## src/rtl/vinho_pkg.sv

```systemverilog
`default_nettype none
// ============================================================================
// Module      : vinho_pkg
// Description : Shared state encodings and default constants for the
//               bottling-line sensor front end.
// Revision    : 1.0 - initial release
// ============================================================================
package vinho_pkg;

    typedef enum logic [1:0] {
        ST_LOW      = 2'd0,
        ST_RISE_CHK = 2'd1,
        ST_HIGH     = 2'd2,
        ST_FALL_CHK = 2'd3
    } deb_state_e;

    localparam int c_DEFAULT_DEBOUNCE_CYCLES = 4;
    localparam int c_DEFAULT_COUNT_WIDTH     = 8;

endpackage
`default_nettype wire

```

## src/rtl/sensor_debounce_pulse_if.sv

```systemverilog
`default_nettype none
// ============================================================================
// Module      : sensor_debounce_pulse_if
// Description : Sensor input, counter clear and debounced outputs of the
//               bottle-presence front end.
// Revision    : 1.0 - initial release
// ============================================================================
interface sensor_debounce_pulse_if
    import vinho_pkg::*;
#(
    parameter int COUNT_WIDTH = c_DEFAULT_COUNT_WIDTH
);
    logic                   SENSOR;
    logic                   CLEAR;
    logic                   LEVEL;
    logic                   PULSE;
    logic [COUNT_WIDTH-1:0] COUNT;
    logic                   SAT;

    modport master (
        output SENSOR, CLEAR,
        input  LEVEL, PULSE, COUNT, SAT
    );

    modport slave (
        input  SENSOR, CLEAR,
        output LEVEL, PULSE, COUNT, SAT
    );
endinterface
`default_nettype wire

```

## src/rtl/sync_2ff.sv

```systemverilog
`default_nettype none
// ============================================================================
// Module      : sync_2ff
// Description : Two-stage synchroniser for a single asynchronous bit.
// Revision    : 1.0 - initial release
// ============================================================================
module sync_2ff (
    input  wire logic CLOCK,
    input  wire logic RESET,
    input  wire logic D,
    output logic      Q
);
    logic r_s1;
    logic r_s2;

    always_ff @(posedge CLOCK) begin
        if (RESET) begin
            r_s1 <= 1'b0;
            r_s2 <= 1'b0;
        end else begin
            r_s1 <= D;
            r_s2 <= r_s1;
        end
    end

    assign Q = r_s2;
endmodule
`default_nettype wire

```

## src/rtl/sensor_debounce_pulse.sv

```systemverilog
`default_nettype none
// ============================================================================
// Module      : sensor_debounce_pulse
// Description : Synchronises and debounces a bottle-presence sensor, emits a
//               clean level, a one-cycle pulse per rise, and a saturating count.
// Revision    : 1.0 - initial release
// ============================================================================
module sensor_debounce_pulse
    import vinho_pkg::*;
#(
    parameter int DEBOUNCE_CYCLES = c_DEFAULT_DEBOUNCE_CYCLES,
    parameter int COUNT_WIDTH     = c_DEFAULT_COUNT_WIDTH
)(
    input  wire logic               CLOCK,
    input  wire logic               RESET,
    sensor_debounce_pulse_if.slave  sio
);
    localparam int              c_CW       = $clog2(DEBOUNCE_CYCLES + 1);
    localparam logic [c_CW-1:0] c_CNT_ONE  = c_CW'(1);
    localparam logic [c_CW-1:0] c_CNT_LAST = c_CW'(DEBOUNCE_CYCLES - 1);
    localparam logic [COUNT_WIDTH-1:0] c_COUNT_ONE = COUNT_WIDTH'(1);

    logic                   w_s2;
    deb_state_e             r_state;
    deb_state_e             w_state_nxt;
    logic [c_CW-1:0]        r_cnt;
    logic [c_CW-1:0]        w_cnt_nxt;
    logic                   r_level;
    logic                   w_level_nxt;
    logic                   r_pulse;
    logic                   w_rise;
    logic [COUNT_WIDTH-1:0] r_count;
    logic [COUNT_WIDTH-1:0] w_count_nxt;
    logic                   r_sat;

    sync_2ff u_sync (
        .CLOCK (CLOCK),
        .RESET (RESET),
        .D     (sio.SENSOR),
        .Q     (w_s2)
    );

    always_ff @(posedge CLOCK) begin
        if (RESET) begin
            r_state <= ST_LOW;
            r_cnt   <= '0;
            r_level <= 1'b0;
            r_pulse <= 1'b0;
            r_count <= '0;
            r_sat   <= 1'b0;
        end else begin
            r_state <= w_state_nxt;
            r_cnt   <= w_cnt_nxt;
            r_level <= w_level_nxt;
            r_pulse <= w_rise;
            r_count <= w_count_nxt;
            r_sat   <= &w_count_nxt;
        end
    end

    // A level change is accepted only after DEBOUNCE_CYCLES identical samples.
    always_comb begin
        w_state_nxt = r_state;
        w_cnt_nxt   = r_cnt;
        w_level_nxt = r_level;
        w_rise      = 1'b0;
        case (r_state)
            ST_LOW: begin
                if (w_s2) begin
                    if (DEBOUNCE_CYCLES == 1) begin
                        w_state_nxt = ST_HIGH;
                        w_cnt_nxt   = '0;
                        w_level_nxt = 1'b1;
                        w_rise      = 1'b1;
                    end else begin
                        w_state_nxt = ST_RISE_CHK;
                        w_cnt_nxt   = c_CNT_ONE;
                    end
                end else begin
                    w_cnt_nxt = '0;
                end
            end
            ST_RISE_CHK: begin
                if (!w_s2) begin
                    w_state_nxt = ST_LOW;
                    w_cnt_nxt   = '0;
                end else if (r_cnt == c_CNT_LAST) begin
                    w_state_nxt = ST_HIGH;
                    w_cnt_nxt   = '0;
                    w_level_nxt = 1'b1;
                    w_rise      = 1'b1;
                end else begin
                    w_cnt_nxt = r_cnt + c_CNT_ONE;
                end
            end
            ST_HIGH: begin
                if (!w_s2) begin
                    if (DEBOUNCE_CYCLES == 1) begin
                        w_state_nxt = ST_LOW;
                        w_cnt_nxt   = '0;
                        w_level_nxt = 1'b0;
                    end else begin
                        w_state_nxt = ST_FALL_CHK;
                        w_cnt_nxt   = c_CNT_ONE;
                    end
                end
            end
            ST_FALL_CHK: begin
                if (w_s2) begin
                    w_state_nxt = ST_HIGH;
                    w_cnt_nxt   = '0;
                end else if (r_cnt == c_CNT_LAST) begin
                    w_state_nxt = ST_LOW;
                    w_cnt_nxt   = '0;
                    w_level_nxt = 1'b0;
                end else begin
                    w_cnt_nxt = r_cnt + c_CNT_ONE;
                end
            end
        endcase
    end

    // CLEAR beats a coincident rise; that rise is not counted.
    always_comb begin
        w_count_nxt = r_count;
        if (sio.CLEAR) begin
            w_count_nxt = '0;
        end else if (w_rise && !(&r_count)) begin
            w_count_nxt = r_count + c_COUNT_ONE;
        end
    end

    assign sio.LEVEL = r_level;
    assign sio.PULSE = r_pulse;
    assign sio.COUNT = r_count;
    assign sio.SAT   = r_sat;
endmodule
`default_nettype wire

```

## src/flat_wrapper.sv

```systemverilog
// flat-port wrapper written by rule: the top's interface ports become plain ports
module sensor_debounce_pulse_flat import vinho_pkg::*;
#(
    parameter int DEBOUNCE_CYCLES = c_DEFAULT_DEBOUNCE_CYCLES,
    parameter int COUNT_WIDTH     = c_DEFAULT_COUNT_WIDTH
)
  (CLOCK, RESET, sio_SENSOR, sio_CLEAR, sio_LEVEL, sio_PULSE, sio_COUNT, sio_SAT);
  sensor_debounce_pulse_if #(.COUNT_WIDTH(COUNT_WIDTH)) sio_i ();
  input  wire logic CLOCK;
  input  wire logic RESET;
  input wire logic [$bits(sio_i.SENSOR)-1:0] sio_SENSOR;
  input wire logic [$bits(sio_i.CLEAR)-1:0] sio_CLEAR;
  output wire logic [$bits(sio_i.LEVEL)-1:0] sio_LEVEL;
  output wire logic [$bits(sio_i.PULSE)-1:0] sio_PULSE;
  output wire logic [$bits(sio_i.COUNT)-1:0] sio_COUNT;
  output wire logic [$bits(sio_i.SAT)-1:0] sio_SAT;
  assign sio_i.SENSOR = sio_SENSOR;
  assign sio_i.CLEAR = sio_CLEAR;
  assign sio_LEVEL = sio_i.LEVEL;
  assign sio_PULSE = sio_i.PULSE;
  assign sio_COUNT = sio_i.COUNT;
  assign sio_SAT = sio_i.SAT;
  sensor_debounce_pulse #(.DEBOUNCE_CYCLES(DEBOUNCE_CYCLES), .COUNT_WIDTH(COUNT_WIDTH)) u_core (.CLOCK(CLOCK), .RESET(RESET), .sio(sio_i));
endmodule
```

## config.mk

```make
export PLATFORM = sky130hd
export DESIGN_NAME = sensor_debounce_pulse_flat
export DESIGN_NICKNAME = d
export VERILOG_FILES = /design/src/rtl/vinho_pkg.sv /design/src/rtl/sensor_debounce_pulse_if.sv /design/src/rtl/sync_2ff.sv /design/src/rtl/sensor_debounce_pulse.sv /design/src/flat_wrapper.sv
export SDC_FILE = /design/constraint.sdc
export NUM_CORES = 1
export LEC_CHECK = 0
export ABC_AREA = 1
export CORE_MARGIN = 2
export CORE_UTILIZATION = 55
export DETAILED_ROUTE_END_ITERATION = 12
export HOLD_SLACK_MARGIN = 0.06
export PLACE_DENSITY = 0.82
export SYNTH_ARGS = -nofsm -noshare
export SYNTH_HDL_FRONTEND = slang
export SYNTH_SLANG_ARGS = --single-unit
```

## constraint.sdc

```tcl
create_clock -name CLOCK -period 2.5 [get_ports CLOCK]
set_input_delay 0.375 -clock CLOCK [delete_from_list [all_inputs] [get_ports CLOCK]]
set_output_delay 0.375 -clock CLOCK [all_outputs]
set_load 0.1 [all_outputs]
```

# After elaboration in Yosys (flattened, before gate mapping)
# Index checks and enable logic that the tools add are counted.
totals:
  ff_bits: 18
  word_cells: 53
classes:
  addsub: 2
  eq_ne: 12
  muxes: 23
  n_reduce_logical: 8
ops:
  columns: ["op", "count"]
  rows:
  - ["8-bit two-way mux", 2]
  - ["8-bit AND reduction", 2]
  - ["2-bit two-way mux", 6]
  - ["3-bit two-way mux", 4]
  - ["3-bit case mux with 4 select lines", 1]
  - ["8-bit by 1-bit adder with 8-bit output (second input constant)", 1]
  - ["1-bit two-way mux", 8]
  - ["2-bit inequality test (second input constant)", 4]
  - ["2-bit case mux with 4 select lines", 1]
  - ["3-bit by 2-bit inequality test with 1-bit output (second input constant)", 2]
  - ["5-bit AND reduction", 1]
  - ["2-bit == test (second input constant)", 2]
  - ["2-bit by 1-bit inequality test with 1-bit output (second input constant)", 2]
  - ["4-bit AND reduction", 1]
  - ["3-bit by 1-bit adder with 3-bit output (second input constant)", 1]
  - ["3-bit by 2-bit == test with 1-bit output (second input constant)", 1]
  - ["2-bit by 1-bit == test with 1-bit output (second input constant)", 1]
  - ["2-bit zero test", 1]
  - ["1-bit case mux with 2 select lines", 1]
  - ["2-bit nonzero test", 1]
  - ["1-bit logical AND", 1]
  - ["1-bit zero test", 1]

# Logic depth before layout (Yosys ltp)
depth:
  depth_word: 8
  depth_mapped: 11
  mapped_depth_nobuf: 11

# Cells and area by module
# From an unflattened synthesis, not the netlist that was laid out.
hier_totals:
  hier_cells: 137
  area_unflattened_um2: 954.7
modules_own_cells:
  columns: ["module", "instances", "cells_each", "area_each_um2", "seq_area_each_um2"]
  rows:
  - ["sensor_debounce_pulse", 1, 131, 899.6, 320.3]
  - ["sync_2ff", 1, 6, 55.1, 40.0]

# Worst setup path before layout
# OpenSTA, ideal clock, no wires.
synth_path:
  kind: "flip-flop to flip-flop"
  startpoint: "register u_core.r_count[0] (netlist: u_core.sio.COUNT[0])"
  endpoint: "register u_core.r_sat (netlist: u_core.sio.SAT)"
  setup_ns: 0.064
  arrival_ns: 2.161
  setup_slack_ns: 0.275
  stages_incl_launch_ff: 12
  n_path_buf: 0
  cell_sequence: "dfxtp_1 ha_1 nand3_1 clkinv_1 nand2_4 nand2_2 nand2_1 nand2_1 nand2_1 nor2_1 nand2_1 nor2_1"
synth_between:
  elab_chain_cells: 6
  elab_cells_between_ends: 7
synth_rtl:
  columns: ["item", "line_no", "text"]
  rows:
  - ["start, declared", "sensor_debounce_pulse.sv:32", "logic [COUNT_WIDTH-1:0] r_count;"]
  - ["start signal, assigned", "sensor_debounce_pulse.sv:56", "r_count <= w_count_nxt;"]
  - ["parallel branches: the longest is 3 deep, another holds 8-bit by 1-bit adder with 8-bit output", null, null]
  - ["8-bit two-way mux (*)", "sensor_debounce_pulse.sv:128", "end else if (w_rise && !(&r_count)) begin"]
  - ["8-bit two-way mux (*)", "sensor_debounce_pulse.sv:126", "if (sio.CLEAR) begin"]
  - ["8-bit AND reduction (*)", "sensor_debounce_pulse.sv:57", "r_sat <= &w_count_nxt;"]
  - ["end signal, assigned", "sensor_debounce_pulse.sv:57", null]
  - ["end, declared", "sensor_debounce_pulse.sv:34", "logic r_sat;"]
# Every way passes the cells marked *.
# A chain may end at the register's enable or synchronous reset.

# Final worst setup path
# Ends and elaborated chain as after synthesis.

==> results.sh <==
export IMPL_status="complete, no violations"
export IMPL_ys_ff_latch=18
export IMPL_syn_cell_area_um2=933
export IMPL_cts_buffers=3
export IMPL_relSlewSlack_pct=67.8
export IMPL_rsz0062_at_grt="no"
export IMPL_wl_per_cell_um=10.6
export IMPL_n_fill_cell=138
export IMPL_viasPerCell=5.10
export IMPL_multi_input_area_um2=473
export IMPL_report_final_slew_viol_count=0
export IMPL_syn_to_final_growth_pct=13.5
export IMPL_antenna_found_initial=0
export IMPL_synthTopCellsByArea="dfxtp_1 (39%), nand2_1 (13%), nor2_1 (8.4%)"
export IMPL_first_iter_violations=20
export IMPL_post_route_drc_count=0
export IMPL_syn_nets=139
export IMPL_place_congestion=0.813
export IMPL_postRouteAntennaNets=0
export IMPL_pwr_share_comb_pct=3.8
export IMPL_power_frac_seq_pct=65.7
export IMPL_yosysSeqAreaShare_pct=38.6
export IMPL_holdBufCountCts=0
export IMPL_hold_ws_ns=0.418
export IMPL_die_y_um=45.2
export IMPL_crit_arrival_ns=1.85
export IMPL_antenna_cells=0
export IMPL_final_cells=163
export IMPL_grt_pass1_wl_mm=2.91
export IMPL_die_w_um=45.2
export IMPL_switching_share_pct=20.7
export IMPL_pwr_density_cell_nw_per_um2=418
export IMPL_drv_cap=0
export IMPL_grt_ovfl_total=0
export IMPL_insertion_delay_ns=0.28
export IMPL_yosys_warnings=0
export IMPL_period_share_pct=64.9
export IMPL_syn_avg_cell_area_um2=7.02
export IMPL_clk_pin_slew_ns=0.09
export IMPL_htree_levels=1
export IMPL_cts_resized=0
export IMPL_drive_above_1_share_pct=15.6
export IMPL_clock_skew_ns=0.00372
export IMPL_period_minus_slack_ns=1.62
export IMPL_hold_viol_final=0
export IMPL_via_count=832
export IMPL_io_pins=15
export IMPL_final_seq_area_um2=360
export IMPL_clkPwrFrac_pct=30.6
export IMPL_dieArea_um2=2040
export IMPL_fp_row_count=14
export IMPL_r2r_slack_ns=0.88
export IMPL_p_sw_uw=91.6
export IMPL_grt_max_degree=16
export IMPL_ir_drop_v=0.000318
export IMPL_worstMarginPinSlew_ns=0.482
export IMPL_cts_buffer_depth=2
export IMPL_utilization_pct=68.8
export IMPL_core_region_area_um2=1540
export IMPL_critPathLaunchType="register"
export IMPL_critPathKind="reg -> reg"
export IMPL_dp_hpwl_mm=1.35
export IMPL_grt_pass1_vias=724
export IMPL_path_max_fanout=8
export IMPL_start_util_pct=60.6
export IMPL_critPathRequiredTime_ns=2.73
export IMPL_cts_tree="done"
export IMPL_root_buffer="clkbuf_4"
export IMPL_p_int_uw=351
export IMPL_netlist_area_leader_share_pct=38.6
export IMPL_synth_top_area_cell="dfxtp_1"
export IMPL_place_inst=160
export IMPL_postCtsSetupBuffers=0
export IMPL_clkSinkCount=18
export IMPL_finalPower_uw=443
export IMPL_ys_types=24
export IMPL_tns_ns=0
export IMPL_hp_class="reg -> reg"
export IMPL_drt_wl_total_mm=1.72
export IMPL_fmax_ghz=0.616
export IMPL_power_leakage_nw=0.494
export IMPL_synthCells=133
export IMPL_port_buffers=14
export IMPL_drtPass1Iterations=4
export IMPL_fin_nets=155
export IMPL_end_kind="register"
export IMPL_setup_violations=0
export IMPL_grt_use_total_pct=19.5
[layout by cell type, fill, tap and decap left out, types with 2 or more instances in the layout]
cell type,count
dfxtp_1,18
nand3_1,14
inv_1,15
nor2_1,21
clkdlybuf4s50_1,3
nand2_1,33
inv_2,3
ha_1,2
nand4_1,5
buf_4,11
a21oi_1,4
o21ai_0,3
xor2_1,2
clkbuf_4,3
[logic make-up after synthesis]
logic type                 Yosys count  share of synthesized area, %
xor gates and xnor gates             2                          1.88
buffers and inverters               22                          10.7
and+or+nand+nor                     80                          41.0
AOI/OAI and AO/OA                    9                          5.09
adders and majority gates            2                          2.68
DFF                                 18                          38.6
[flip-flops by register name, summed over array words and instances, names as in the netlist, named ones only]
name / count
u_core.r_state: 1
u_core.u_sync.r_s1: 1
u_core.sio.LEVEL: 1
u_core.sio.COUNT: 8
u_core.u_sync.Q: 1
u_core.sio.PULSE: 1
u_core.r_cnt: 3
u_core.sio.SAT: 1
[stage by stage]
step | setup WS, ns | cell area (µm²)
after global placement | 0.907 | 1040
after global routing | 0.704 | 1060
after detailed placement | 0.869 | 1040
after CTS | 0.871 | 1060
final | 0.877 | 1060
after floorplan | 0.275 | 933
[Yosys cell counts]
cell type  number
nor2_2          1
o21ai_1         1
clkinv_1        1
inv_1          15
nand3_1        14
ha_1            2
o21ai_0         3
clkbuf_1        1
inv_2           3
a211oi_1        1
buf_12          1
nand2_4         1
a21oi_1         4
xor2_1          2
nor2_1         21
nand3_4         1
nand3b_1        1
buf_2           1
dfxtp_1        18
nand2_2         1
nor2_8          1
nand3_2         1
nand2_1        33
nand4_1         5
[area by class of cell]
class | count | area share, %
inverters | 19 | 6.73
clock buffers | 3 | 2.13
well taps | 16 | 1.89
repair buffers | 14 | 10.6
flip-flops and latches | 18 | 34.0
multi-input cells | 93 | 44.6
[power by group through the flow]
stage | logic [mW] | registers [mW] | clock network (mW)
global placement | 0.0166 | 0.297 | 0
floorplan | 0.00920 | 0.297 | 0
CTS | 0.0167 | 0.291 | 0.140
finish | 0.0166 | 0.291 | 0.135
detailed placement | 0.0166 | 0.298 | 0
global route | 0.0192 | 0.291 | 0.150
[metal layers]
metal	part of all wire [%]	vias to the layer above	global-route usage, %
met4	0.58	0	12.9
met1	43	368	23.8
li1	-	446	-
met3	3.2	2	2.40
met2	53	16	32.0
met5	0	-	0
[worst max-delay path: stages, from the launching register on]
cell and delay [ns]:
dfxtp_1 0.41, ha_1 0.29, nand3_1 0.13, clkinv_1 0.10, nand2_4 0.08, nand2_2 0.11
nand2_1 0.06, nand2_1 0.07, nand2_1 0.06, nor2_1 0.11, nand2_1 0.07, nor2_1 0.09
[worst paths after layout]
path / from / to / cells past startpoint
setup / recovery: u_core.sio.COUNT[0] / u_core.sio.SAT / 11
hold / removal: u_core.u_sync.r_s1 / u_core.u_sync.Q / 2
setup reg to reg: u_core.sio.COUNT[0] / u_core.sio.SAT / 11
hold reg to reg: u_core.u_sync.r_s1 / u_core.u_sync.Q / 2
(Power assumes the default switching activity.)
==> RTL edit, RTL diff (same settings) <==
Reset style: asynchronous (`RESET`), changed in 2 clocked blocks.
--- a/src/rtl/sync_2ff.sv
+++ b/src/rtl/sync_2ff.sv
@@ -15,3 +15,3 @@
 
-    always_ff @(posedge CLOCK) begin
+    always_ff @(posedge CLOCK or posedge RESET) begin
         if (RESET) begin
--- a/src/rtl/sensor_debounce_pulse.sv
+++ b/src/rtl/sensor_debounce_pulse.sv
@@ -42,3 +42,3 @@
 
-    always_ff @(posedge CLOCK) begin
+    always_ff @(posedge CLOCK or posedge RESET) begin
         if (RESET) begin
Formal check against the unedited RTL: differs if RESET is asserted again (counterexample within 10 cycles, from zero or initial values and one cycle with RESET high); with RESET held inactive, the same outputs for 10 cycles.
==> RTL edit against the original RTL <==
  * Cell count rose by 4.3%
  * Design area rose by 13%
  * Setup slack improved by 0.0054 ns
  * Sequential cell count did not move
  * Routed wire length increased by 13%
  * Synthesized area grew 10%
Power is not compared: it rests on default switching activity, and its combinational part moved more than twofold at a synthesized area within 25%.
==> RTL edit: results (changes against the original RTL) <==
Drt
  – Drt first pass iters: 4 (unchanged)
  – Wire per inst: 11.4 µm (+8.2%)
  – DRT iter0 DRCs: 22 (+10%)
  – Drt via density: 4.94 (-3.2%)

Status
  – Status: complete, no violations

Timing
  – Final clock skew: 0.00152 ns (-0.00220 ns)
  – Rel. slew slack: 54.6% (-13 points)

Clocking
  – Post-CTS setup buffers: 0 (unchanged)
  – CTS Buf Count: 3 (unchanged)
  – CTS Buffer Depth: 2 (unchanged)
  – Post-cts resize count: 0 (unchanged)
  – Clock Tree Root: clkbuf_4
  – CTS clock-pin slew for the worst setup and hold paths: 0.10 ns
  – Clock Latency Late Sink: approximately 0.29 ns

Yosys
  – Post-Syn Nets: 134 (-3.6%)
  – Async S/R FF share, synth: 100% (+100 points)
  – Commonest cells in the synthesized netlist: nand2_1 (35), dfrtp_1 (18), inv_1 (18)
  – Synth warnings: 0 (unchanged)
  – Synth unique cells: 24 (unchanged)
  – Avg Inst Size Synth: 8.03 µm² (+14%)
  – Main area contributors after synthesis: dfrtp_1 (44%), nand2_1 (13%), inv_1 (6.6%), nand3_1 (5.4%), nor2_1 (4.8%)
  – Top_reg_cell synth: dfrtp_1
  – Seq/Total Area, Yosys: 43.8% (+5.2 points)

Placement
  – Setup WS pre-CTS: 0.905 ns (+0.0366 ns)
  – Number of port buffers: 14 (unchanged)
  – Post-DP HPWL: 1500 µm (+11%)
  – Placer Congestion: 0.843 (+3.7%)
  – DP Area: 1160 µm² (+12%)

Worst setup path
  – Slowest cell on crit path: dfrtp_1
  – CP max stage delay: 0.42 ns
  – CP delay by family, top: simple AND/OR/NAND/NOR gates
  – Worst-path fanout max: 8 (unchanged)
  – CP arrival: 1.85 ns (about the same)

Worst hold path
  – Tightest Hold Check Type: reg2reg

Layout
  – Share of layout cells above drive strength 1: 21.4% (+5.7 points)
  – Filler-free cell count of the finished design: 170 (+4.3%)
  – Commonest non-fill, non-tap cell in the layout: nand2_1
  – ANT cells: 0 (unchanged)
  – Final Net Count: 152 (-1.9%)

Global route
  – Global-route usage over all layers: 22.2% (+2.6 points)
  – Initial antenna violation count: 0 (unchanged)
  – Largest net degree at the start of global routing: 19 (+3)
  – First-pass GRT wire length: 3420 µm (+18%)
  – Vias in the first global route: 777 (+7.3%)

Power and ir drop
  – Leakage: roughly 0.66 nW
  – VDD IR max: between 0.4 and 0.5 mV
  – Power Dens Cells: ~640 nW/µm²
## RTL edit: cell types whose count changed in the layout (fill, tap and decap cells not counted), moves of 2 or more
cell,change
dfrtp_1,+18
dfxtp_1,-18
nor2_1,-8
inv_1,+3
nand3_1,-3
nand3_2,+3
nand4_1,-3
nand2_1,+2
nor2_4,+2
nor3_1,+2
o21ai_0,-2
## RTL edit: path summary, 6_finish.rpt
| check | start | end | slack (ns) | depth (start not counted) |
|---|---|---|---|---|
| worst max-delay path | u_core.sio.COUNT[1]$_DFF_PP0_ | u_core.sio.SAT$_DFF_PP0_ | 0.88 | 11 |
| worst min-delay path | u_core.u_sync.r_s1$_DFF_PP0_ | u_core.u_sync.Q$_DFF_PP0_ | 0.38 | 0 |
| worst max register to register | u_core.sio.COUNT[1]$_DFF_PP0_ | u_core.sio.SAT$_DFF_PP0_ | 0.88 | 11 |
| worst min register to register | u_core.u_sync.r_s1$_DFF_PP0_ | u_core.u_sync.Q$_DFF_PP0_ | 0.38 | 0 |
| max in group asynchronous | RESET | u_core.sio.COUNT[7]$_DFF_PP0_ | 1.60 | 2 |
| min in group asynchronous | RESET | u_core.r_cnt[1]$_DFFE_PP0P_ | 0.47 | 2 |
## RTL edit: kinds of logic (layout without fill, tap and decap cells)
| group | count (synthesis) | in the layout | share of synthesized area (%) |
|---|---|---|---|
| AND/OR/NAND/NOR | 77 | 77 | 38.6 |
| AO/OA/AOI/OAI | 7 | 7 | 3.90 |
| buffers and inverters | 23 | 40 | 10.4 |
| flip-flops | 18 | 18 | 43.8 |
| XOR/XNOR | 1 | 1 | 0.853 |
| adder cells (fa/ha/maj) | 2 | 2 | 2.44 |
## RTL edit: where the power goes
part	internal [mW]	switching (mW)
registers	0.331	0.0388
logic	0.0615	0.155
clock network	0.0888	0.0881
## RTL edit: per-layer routing
layer	vias to the layer above	GRT usage, %	part of all wire [%]
met2	24	35.1	50
met5	-	0	0
li1	433	-	-
met3	2	8.08	5.6
met1	381	29.1	44
met4	0	5.00	0.67
## RTL edit: area by class of cell
type,count,area [µm²]
multi-input combinational,87,470
fill,144,549
timing repair buffer,14,113
sequential,18,450
clock buffer,4,36.3
tap,25,31.3
inverter,22,95.1
